File: src/rtl/bch_pkg.sv
// -----------------------------------------------------------------------------
// bch_pkg
// Shared definitions for the BCH encoder/decoder blocks over GF(2^13):
//   GF_M, GF_POLY : field degree and primitive polynomial x^13+x^4+x^3+x+1
//   bch_state_t   : encoder control states
//   GEN_T4        : 52-bit generator of the t=4 BCH(8191,8139) code, without
//                   the implicit x^52 term (bit i = coefficient of x^i)
// GEN_T4 is derived at elaboration time as m1*m3*m5*m7, the product of the
// minimal polynomials of alpha^1, alpha^3, alpha^5 and alpha^7. This avoids a
// hand-copied 52-bit magic number that could silently disagree with GF_POLY.
// -----------------------------------------------------------------------------
package bch_pkg;

   localparam int          GF_M    = 13;
   localparam logic [13:0] GF_POLY = 14'h201B;

   typedef enum logic [1:0] {
      IDLE = 2'd0,
      MSG  = 2'd1,
      PAR  = 2'd2
   } bch_state_t;

   // GF(2^13) multiply: shift-and-add, reducing by GF_POLY on each shift
   function automatic logic [12:0] gf_mul(input logic [12:0] a, input logic [12:0] b);
      logic [12:0] acc;
      logic [12:0] sh;
      acc = 13'd0;
      sh  = a;
      for (int i = 0; i < GF_M; i++) begin
         if (b[i]) acc = acc ^ sh;
         else      acc = acc;
         if (sh[12]) sh = {sh[11:0], 1'b0} ^ GF_POLY[12:0];
         else        sh = {sh[11:0], 1'b0};
      end
      return acc;
   endfunction

   // Minimal polynomial of alpha^e: product of (x + beta) over the 13
   // conjugates beta = alpha^(e*2^j). Its coefficients land in GF(2), so
   // only bit 0 of each field coefficient is kept.
   function automatic logic [13:0] gf_min_poly(input int e);
      logic [13:0][12:0] coef;
      logic [12:0]       root;
      logic [13:0]       res;
      coef    = '0;
      coef[0] = 13'd1;
      root    = 13'd1;
      for (int i = 0; i < e; i++) root = gf_mul(root, 13'd2);
      for (int j = 0; j < GF_M; j++) begin
         for (int k = 13; k > 0; k--) coef[k] = coef[k-1] ^ gf_mul(coef[k], root);
         coef[0] = gf_mul(coef[0], root);
         root    = gf_mul(root, root);
      end
      for (int k = 0; k < 14; k++) res[k] = coef[k][0];
      return res;
   endfunction

   // Generator for t=4: product of the four distinct minimal polynomials
   function automatic logic [51:0] bch_gen_t4();
      logic [52:0] g;
      logic [52:0] p;
      logic [13:0] m;
      g = 53'd1;
      for (int t = 0; t < 4; t++) begin
         m = gf_min_poly(2 * t + 1);
         p = 53'd0;
         for (int k = 0; k < 14; k++) begin
            if (m[k]) p = p ^ (g << k);
            else      p = p;
         end
         g = p;
      end
      return g[51:0];
   endfunction

   localparam logic [51:0] GEN_T4 = bch_gen_t4();

endpackage

File: src/rtl/bch_lfsr_div.sv
// -----------------------------------------------------------------------------
// bch_lfsr_div
// R-bit Galois LFSR computing m(x)*x^R mod g(x), MSB first, plus a plain
// shift-out path used to unload the remainder.
//   clk, rst_n   : clock, asynchronous active-low reset
//   clr          : synchronous clear of the parity register
//   shift_in_en  : absorb din into the remainder
//   shift_out_en : shift remainder left by one (parity unload)
//   din          : message bit
//   msb          : current parity register MSB (next parity bit out)
// clr has priority over both shift enables.
// -----------------------------------------------------------------------------
module bch_lfsr_div
   import bch_pkg::*;
#(
   parameter int           R   = 52,
   parameter logic [R-1:0] GEN = GEN_T4
) (
   input  logic clk,
   input  logic rst_n,
   input  logic clr,
   input  logic shift_in_en,
   input  logic shift_out_en,
   input  logic din,
   output logic msb
);

   logic [R-1:0] par_r;
   logic         fb_s;

   // Feedback: incoming bit plus the coefficient leaving the x^(R-1) position
   always_comb begin
      fb_s = din ^ par_r[R-1];
   end

   // Parity register: clear, divide step, or unload shift
   always_ff @(posedge clk or negedge rst_n) begin
      if (!rst_n) begin
         par_r <= '0;
      end else if (clr) begin
         par_r <= '0;
      end else if (shift_in_en) begin
         par_r <= {par_r[R-2:0], 1'b0} ^ (fb_s ? GEN : {R{1'b0}});
      end else if (shift_out_en) begin
         par_r <= {par_r[R-2:0], 1'b0};
      end else begin
         par_r <= par_r;
      end
   end

   assign msb = par_r[R-1];

endmodule

File: src/rtl/bch_serial_encoder.sv
// -----------------------------------------------------------------------------
// bch_serial_encoder
// Bit-serial systematic BCH encoder. Passes K message bits through (MSB first)
// then emits the R parity bits of m(x)*x^R mod g(x).
//   clk, rst_n : clock, asynchronous active-low reset
//   start      : begin a codeword (honoured only in IDLE, not in a done cycle)
//   in_bit     : message bit, coefficient of x^(K-1) first
//   in_valid   : in_bit valid this cycle
//   in_ready   : encoder is in the message phase
//   out_bit    : registered codeword bit
//   out_valid  : out_bit valid
//   busy       : encoder not idle
//   done       : one-cycle pulse alongside the last parity bit
// -----------------------------------------------------------------------------
module bch_serial_encoder
   import bch_pkg::*;
#(
   parameter int           K   = 8139,
   parameter int           R   = 52,
   parameter logic [R-1:0] GEN = GEN_T4
) (
   input  logic clk,
   input  logic rst_n,
   input  logic start,
   input  logic in_bit,
   input  logic in_valid,
   output logic in_ready,
   output logic out_bit,
   output logic out_valid,
   output logic busy,
   output logic done
);

   localparam int            CW      = $clog2(((K > R) ? K : R) + 1);
   localparam logic [CW-1:0] K_LAST  = CW'(K - 1);
   localparam logic [CW-1:0] R_LAST  = CW'(R - 1);
   localparam logic [CW-1:0] CNT_ONE = {{(CW-1){1'b0}}, 1'b1};

   bch_state_t    state_r;
   bch_state_t    state_nxt_s;
   logic [CW-1:0] cnt_r;
   logic [CW-1:0] cnt_nxt_s;
   logic          out_bit_r;
   logic          out_bit_nxt_s;
   logic          out_valid_r;
   logic          out_valid_nxt_s;
   logic          done_r;
   logic          done_nxt_s;
   logic          in_ready_r;
   logic          busy_r;
   logic          clr_s;
   logic          shift_in_s;
   logic          shift_out_s;
   logic          par_msb_s;

   bch_lfsr_div #(
      .R   (R),
      .GEN (GEN)
   ) u_lfsr (
      .clk          (clk),
      .rst_n        (rst_n),
      .clr          (clr_s),
      .shift_in_en  (shift_in_s),
      .shift_out_en (shift_out_s),
      .din          (in_bit),
      .msb          (par_msb_s)
   );

   // State register
   always_ff @(posedge clk or negedge rst_n) begin
      if (!rst_n) begin
         state_r <= IDLE;
      end else begin
         state_r <= state_nxt_s;
      end
   end

   // Next-state, counter and output-bit selection
   always_comb begin
      state_nxt_s     = state_r;
      cnt_nxt_s       = cnt_r;
      out_bit_nxt_s   = 1'b0;
      out_valid_nxt_s = 1'b0;
      done_nxt_s      = 1'b0;
      clr_s           = 1'b0;
      shift_in_s      = 1'b0;
      shift_out_s     = 1'b0;
      case (state_r)
         IDLE: begin
            // done_r high means the previous codeword finished this cycle;
            // a start seen then is dropped so the handshake has a gap.
            if (start && !done_r) begin
               clr_s       = 1'b1;
               cnt_nxt_s   = '0;
               state_nxt_s = MSG;
            end else begin
               state_nxt_s = IDLE;
            end
         end
         MSG: begin
            if (in_valid) begin
               shift_in_s      = 1'b1;
               out_bit_nxt_s   = in_bit;
               out_valid_nxt_s = 1'b1;
               if (cnt_r == K_LAST) begin
                  cnt_nxt_s   = '0;
                  state_nxt_s = PAR;
               end else begin
                  cnt_nxt_s = cnt_r + CNT_ONE;
               end
            end else begin
               cnt_nxt_s = cnt_r;
            end
         end
         PAR: begin
            shift_out_s     = 1'b1;
            out_bit_nxt_s   = par_msb_s;
            out_valid_nxt_s = 1'b1;
            if (cnt_r == R_LAST) begin
               done_nxt_s  = 1'b1;
               cnt_nxt_s   = '0;
               state_nxt_s = IDLE;
            end else begin
               cnt_nxt_s = cnt_r + CNT_ONE;
            end
         end
         default: begin
            state_nxt_s = IDLE;
            cnt_nxt_s   = '0;
         end
      endcase
   end

   // Counter and registered outputs; in_ready/busy follow the next state so
   // they line up with the state register
   always_ff @(posedge clk or negedge rst_n) begin
      if (!rst_n) begin
         cnt_r       <= '0;
         out_bit_r   <= 1'b0;
         out_valid_r <= 1'b0;
         done_r      <= 1'b0;
         in_ready_r  <= 1'b0;
         busy_r      <= 1'b0;
      end else begin
         cnt_r       <= cnt_nxt_s;
         out_bit_r   <= out_bit_nxt_s;
         out_valid_r <= out_valid_nxt_s;
         done_r      <= done_nxt_s;
         in_ready_r  <= (state_nxt_s == MSG);
         busy_r      <= (state_nxt_s != IDLE);
      end
   end

   assign in_ready  = in_ready_r;
   assign out_bit   = out_bit_r;
   assign out_valid = out_valid_r;
   assign busy      = busy_r;
   assign done      = done_r;

endmodule

File: config.mk
export PLATFORM = sky130hd
export DESIGN_NAME = bch_serial_encoder
export DESIGN_NICKNAME = d
export VERILOG_FILES = /design/src/rtl/bch_pkg.sv /design/src/rtl/bch_lfsr_div.sv /design/src/rtl/bch_serial_encoder.sv
export SDC_FILE = /design/constraint.sdc
export NUM_CORES = 1
export LEC_CHECK = 0
export CAP_MARGIN = 20
export CORE_ASPECT_RATIO = 1.1
export CORE_MARGIN = 2
export CORE_UTILIZATION = 45
export CTS_CLUSTER_DIAMETER = 80
export DETAILED_ROUTE_END_ITERATION = 10
export PLACE_DENSITY = 0.67
export SLEW_MARGIN = 10
export SYNTH_ARGS = -nofsm -noshare
export SYNTH_HDL_FRONTEND = slang
export SYNTH_SLANG_ARGS = --single-unit
export TNS_END_PERCENT = 30
File: constraint.sdc
create_clock -name clk -period 2.7 [get_ports clk]
set_clock_uncertainty 0.1 [all_clocks]
set_input_delay 0.405 -clock clk [delete_from_list [all_inputs] [get_ports clk]]
set_output_delay 0.405 -clock clk [all_outputs]
set_load 0.02 [all_outputs]
==> results.py, run 1 <==
metrics = {
    "critical_path": {
        "required_ps": 2820,
        "max_stage_delay_ps": 570,
        "path_max_fanout": 8,
        "cp_data_arrival_time_ps": 2280,
        "path_class": "flop to flop",
        "crit_slowest_cell": "or4_4",
        "crit_top_cell": "nor2_1",
        "worst_setup_path_end_kind": "flop",
        "worstPathCellList": "or4_4 -> nor4_4 -> o22ai_1 -> nor2_1 -> nor2_1",
        "critPathLaunchType": "flop",
    },
    "clock_network": {
        "worstSkewPairLatency_ps": 340,
        "cts_buffers": 9,
        "path_clk_slew_ps": 80,
        "cts.sinks": 72,
        "clockBufferDepth": 2,
        "cts_tree": "built",
        "ctsHtreeMaxLevel": 3,
        "cts_setup_buffers": 0,
        "cts_root_buffer": "clkbuf_8",
    },
    "sta": {
        "setup_viol": 0,
        "slew_headroom_pct": 64.65,
        "timing.hold.ws_ps": 417.2,
        "fin_crit_ps": 2165,
        "slew_viol_final": 0,
        "timing.final.crit_share_pct": 80.19,
        "rsz0062_at_grt": "false",
        "hold_viol_final": 0,
        "worst_pin_slew_ps": 530.3,
        "tns_ps": 0,
        "fmax_mhz": 461.9,
    },
    "yosys": {
        "synth_cells": 350,
        "synth-simple-area-share_pct": 19.07,
        "synth_xor_area_share_pct": 7.039,
        "synth_edf_count": 0,
        "ys_ff_latch": 72,
        "synth.area.mux_share_pct": 0,
        "synth-seq-area-share_pct": 53.63,
        "synth_compound_area_share_pct": 14.71,
        "yosys_warnings": 0,
        "syn_area_per_cell_um2": 9.598,
        "yosysUniqueCellTypes": 40,
        "synth_area_um2": 3359,
        "ys.flop_type": "dfrtp_1",
        "synth_nets": 361,
        "async_flop_share_pct": 100.0,
        "synth_top_family_by_area": "simple AND/OR/NAND/NOR gates",
        "synthAdderAreaFrac_pct": 2.235,
    },
    "finish": {
        "drive_gt1_share_pct": 8.056,
        "nets": 366,
        "nFillCells": 662,
        "final_area_um2": 3782,
        "syn_to_final_growth_pct": 12.59,
        "register_area_um2": 1802,
        "multi_input_area_um2": 1453,
        "antenna_cells": 0,
    },
    "global_routing": {
        "grt_start_max_net_pins": 74,
        "antenna_found_initial": 0,
        "grt_util_all_layers_pct": 16.10,
        "grt.overflow.total": 0,
        "grt_pass1_vias": 2224,
        "grt_pass1_wl_um": 10380,
    },
    "power": {
        "ir_drop_v": 0.0004203,
        "finalPower_mw": 3.485,
        "pwr_density_cell_nw_per_um2": 921.4,
        "leakagePower_nw": 1.577,
    },
    "flow_run": {
        "maxCapViolations": 0,
    },
    "floorplan": {
        "die_h_um": 94.62,
        "core_um2": 7350,
        "ios": 10,
        "fp.dieArea_um2": 8173,
        "die_w_um": 86.38,
        "initial_utilization_pct": 45.71,
        "placementRows": 33,
    },
    "drt": {
        "wl_per_cell_um": 13.77,
        "drtAntennaViolNets": 0,
        "totalWireLength_um": 6155,
        "drtPass1Iterations": 4,
        "vias": 2436,
        "drt-initial-drc-count": 194,
        "vias_per_cell": 5.450,
        "route.detailed.drc": 0,
    },
    "placed_design": {
        "dpl_cell_area_um2": 3545,
        "numPortBuffers": 9,
        "dp_hpwl_um": 3721,
        "gp_congestion": 0.7908,
    },
    "status": {
        "status": "complete, no violations",
    },
    "min_path": {
        "hold_class": "flop to flop",
    },
}
[synth_stat cells, drive strengths merged (4+ instances only)]
library cell | count | area share, %
nor4 | 4 | 1.2
a21o | 4 | 0.89
clkbuf | 20 | 2.2
o21ai | 5 | 0.74
xnor2 | 22 | 5.7
ha | 6 | 2.2
dfrtp | 72 | 54
nand3 | 5 | 0.74
nand2 | 71 | 7.9
a21oi | 36 | 5.4
and3 | 4 | 0.74
nor2 | 30 | 3.4
inv | 7 | 0.78
xor2 | 5 | 1.3
a211oi | 23 | 5.1
[flip-flops by register name (all words and copies together), names as in the netlist]
name / count
cnt_r: 13
state_r: 2
done: 1
out_valid: 1
out_bit: 1
in_ready: 1
u_lfsr.par_r: 52
busy: 1
[metal layers]
layer | GRT usage (%) | up-vias | wire length [um]
met5 | 0 | - | 0
met4 | 6.380 | 0 | 81
met3 | 3.759 | 8 | 197
met2 | 24.49 | 37 | 2886
met1 | 22.28 | 1187 | 2990
li1 | - | 1204 | -
[placed cells by master, fill, tap and decap left out, types with 6 or more instances in the layout]
cell / count
nor2_1: 30
inv_1: 7
a211oi_1: 23
ha_1: 6
nand2_1: 71
clkdlybuf4s50_1: 8
a21oi_1: 35
xnor2_1: 22
clkbuf_8: 10
dfrtp_1: 72
[worst paths after layout]
| path | slack (ps) | depth (start not counted) | to | from |
|---|---|---|---|---|
| max in group asynchronous | 1420 | 3 | u_lfsr.par_r[25] | rst_n |
| hold reg to reg | 420 | 2 | u_lfsr.par_r[28] | u_lfsr.par_r[27] |
| setup / recovery | 530 | 5 | cnt_r[11] | cnt_r[3] |
| hold / removal | 420 | 2 | u_lfsr.par_r[28] | u_lfsr.par_r[27] |
| min in group asynchronous | 450 | 2 | out_valid | rst_n |
| setup reg to reg | 530 | 5 | cnt_r[11] | cnt_r[3] |
[kinds of logic (layout without fill, tap and decap cells)]
group,Yosys count,count (layout)
XOR/XNOR,27,27
AO/OA/AOI/OAI,79,79
adder cells (fa/ha/maj),6,6
buffers and inverters,29,39
flip-flops,72,72
AND/OR/NAND/NOR,137,137
[worst max-delay path: cells and delay by family (launching register included)]
family,cells,cell delay [ps]
AO/OA/AOI/OAI,1,160
flip-flops,1,450
AND/OR/NAND/NOR,4,1330
[timing repair]
action                                 4_1_cts  5_1_grt
gates resized for setup                      0        0
hold buffers                                 1        0
setup endpoints to repair                    0        0
endpoints found under the hold margin       19        0
[layout make-up]
| cell class | count | share of cell area (%) |
|---|---|---|
| multi-input combinational | 249 | 38.41 |
| sequential | 72 | 47.63 |
| clock buffer | 11 | 3.738 |
| tap | 87 | 2.878 |
| inverter | 7 | 0.6947 |
| clock inverter | 5 | 2.282 |
| timing repair buffer | 16 | 4.367 |
[where the power goes]
| part | total, mW | internal [mW] | switching [mW] |
|---|---|---|---|
| clock network | 0.968 | 0.554 | 0.414 |
| registers | 1.51 | 1.35 | 0.164 |
| logic | 1.01 | 0.412 | 0.594 |
[metrics by stage]
| stage | setup WS [ps] | cells | utilization (%) |
|---|---|---|---|
| 2_1_floorplan | 663.9 | 350 | - |
| 3_3_place_gp | 515.2 | 430 | 48.23 |
| 3_5_place_dp | 491.0 | 430 | 48.23 |
| 4_1_cts | 537.3 | 447 | 51.46 |
| 5_1_grt | 377.2 | 447 | 51.46 |
| 6_report | 535.0 | 447 | 51.46 |
Note: power is estimated with default switching activity, not from simulation.
==> run 2: changes to the inputs <==
--- a/config.mk
+++ b/config.mk
@@ -11,7 +11,7 @@
 export CORE_UTILIZATION = 45
 export CTS_CLUSTER_DIAMETER = 80
 export DETAILED_ROUTE_END_ITERATION = 10
-export PLACE_DENSITY = 0.67
+export PLACE_DENSITY = 0.7
 export SLEW_MARGIN = 10
 export SYNTH_ARGS = -nofsm -noshare
 export SYNTH_HDL_FRONTEND = slang
==> constraint.sdc (replaced) <==
create_clock -name clk -period 1.75 [get_ports clk]
set_clock_uncertainty 0.1 [all_clocks]
set_input_delay 0.2625 -clock clk [delete_from_list [all_inputs] [get_ports clk]]
set_output_delay 0.2625 -clock clk [all_outputs]
set_load 0.02 [all_outputs]
==> run 2 against run 1 <==
Effect of this change:
- the run now ends with setup timing left
- die area is the same
- sequential cell count stayed put
- register-to-register slack worse by 900 ps
- clock power is 39% higher
- non-clock buffer count increased by 45
- highest routed layer unchanged
- critical endpoint is now cnt_r[7]
- cell count grew 10%
- final area rose by 17%
- sequential share of layout area fell by 6.7 points
- total power grew 73%
- critical path type unchanged
- first-iteration DRC count down 20%
==> results.py, run 2 (synthesis gave the netlist of run 1 again) <==
metrics = {
    "status": {
        "status": "complete, but fails checks",
        "violations": "setup timing",
    },
    "floorplan": {
        "fp.dieArea_um2": 8173,
        "ios": 10,
        "die_w_um": 86.38,
        "die_h_um": 94.62,
        "core_um2": 7350,
        "placementRows": 33,
        "initial_utilization_pct": 45.71,
    },
    "finish": {
        "top_regs": "u_lfsr.par_r x52, cnt_r x13, state_r x2",
        "largest_reg_flops": 52,
        "final_cells": 492,
        "antenna_cells": 0,
        "regMostFlops": "u_lfsr.par_r",
        "nFillCells": 601,
        "mostFrequentLayoutCell": "dfrtp_1",
        "layout_common_cells": "dfrtp_1, nand2_1, buf_4",
        "syn_to_final_growth_pct": 31.21,
        "drive_gt1_share_pct": 29.63,
        "nets": 411,
    },
    "global_routing": {
        "antenna_found_initial": 0,
        "grt_pass1_wl_um": 11980,
        "grt_util_all_layers_pct": 18.75,
        "grt_start_max_net_pins": 38,
        "grt.overflow.total": 0,
        "grt_pass1_vias": 2610,
    },
    "sta": {
        "fmax_mhz": 472.5,
        "timing.final.crit_share_pct": 120.9,
        "rsz0062_at_grt": "true",
        "hold_viol_final": 0,
        "fin_ws_ps": -366.6,
        "setup_viol": 18,
        "slew_headroom_pct": 67.85,
        "slew_viol_final": 0,
        "tns_ps": -5215,
        "fin_crit_ps": 2117,
        "worst_pin_slew_ps": 482.2,
    },
    "critical_path": {
        "critPathLaunchType": "flop",
        "worstRegToRegCells": 5,
        "required_ps": 1890,
        "path_max_fanout": 6,
        "path_class": "flop to flop",
        "cp_data_arrival_time_ps": 2250,
        "worst_setup_path_end_kind": "flop",
        "reg2reg_setup_slack_ps": -370,
        "r2r_start": "cnt_r[10]",
        "worstReg2RegEnd": "cnt_r[7]",
    },
    "clock_network": {
        "ctsHtreeMaxLevel": 3,
        "cts_tree": "built",
        "clockBufferDepth": 2,
        "cts.sinks": 72,
        "worstSkewPairLatency_ps": 350,
        "path_clk_slew_ps": 80,
        "cts_root_buffer": "clkbuf_8",
        "cts_buffers": 9,
    },
    "drt": {
        "vias": 2655,
        "wl_per_cell_um": 14.78,
        "drtAntennaViolNets": 0,
        "drt-initial-drc-count": 156,
        "drtPass1Iterations": 4,
        "route.detailed.drc": 0,
        "totalWireLength_um": 7272,
        "vias_per_cell": 5.396,
    },
    "flow_run": {
        "maxCapViolations": 0,
    },
    "placed_design": {
        "dp_hpwl_um": 4647,
        "post-place-cells": 471,
        "gp_congestion": 0.8762,
        "numPortBuffers": 9,
        "place_ws_ps": -343.8,
    },
    "power": {
        "leakagePower_nw": 1.874,
        "ir_drop_v": 0.0008800,
        "pwr_density_cell_nw_per_um2": 1367,
        "finalPower_mw": 6.024,
    },
    "min_path": {
        "hold_class": "input port to asynchronous set/reset pin",
    },
}
-- run 2: cell type report --
class,instances,area [um2],share of cell area [%]
clock buffer,9,123.9,2.810
clock inverter,7,80.08,1.817
inverter,7,26.28,0.5961
multi-input combinational,249,1659,37.64
sequential,72,1803,40.90
tap,87,108.9,2.469
timing repair buffer,61,606.8,13.77
-- run 2: stage by stage --
step / util (%) / hold WS (ps) / area (um2)
2_1_floorplan: - / -133.1 / 3381
5_1_grt: 59.98 / 352.2 / 4408
4_1_cts: 56.79 / 305.8 / 4174
3_3_place_gp: 53.44 / 145.8 / 3928
6_report: 59.98 / 296.9 / 4408
3_5_place_dp: 53.44 / 156.5 / 3928
-- run 2: worst max path at each step --
stage	startpoint	end	slack (ps)	depth (start not counted)
5_1_grt	cnt_r[10]	busy	-420	5
6_report	cnt_r[10]	cnt_r[7]	-370	5
3_5_place_dp	cnt_r[10]	busy	-340	5
4_1_cts	cnt_r[12]	busy	-340	5
3_3_place_gp	in_valid	busy	-350	5
2_1_floorplan	cnt_r[10]	busy	-260	5
-- run 2: where the power goes --
group | internal, mW | switching [mW] | leakage [nW] | total (mW)
sequential | 2.08 | 0.270 | 0.972 | 2.35
clock | 0.672 | 0.676 | 0.0964 | 1.35
combinational | 1.12 | 1.21 | 0.806 | 2.33
total | 3.87 | 2.15 | 1.87 | 6.02
-- run 2: what timing repair did --
action / CTS / global route
setup buffers: 1 / 1
endpoints found under the setup margin: 35 / 62
cloned: 0 / 2
hold buffers: 1 / 0
endpoints found under the hold margin: 17 / 0
pin swaps: 10 / 2
resized for setup: 7 / 45
-- run 2: metal layers --
metal / GRT usage [%] / part of all wire, % / vias to the layer above
met5: 0 / 0 / -
met2: 29.36 / 49 / 38
li1: - / - / 1293
met3: 3.497 / 3.0 / 12
met1: 25.65 / 46 / 1312
met4: 7.813 / 2.0 / 0
-- run 2: worst max-delay path: stages (launching register included) --
cell	delay, ps
dfrtp_1	380
or4_4	550
nor4_4	410
o22a_2	330
a2bb2oi_2	150
o31ai_1	90
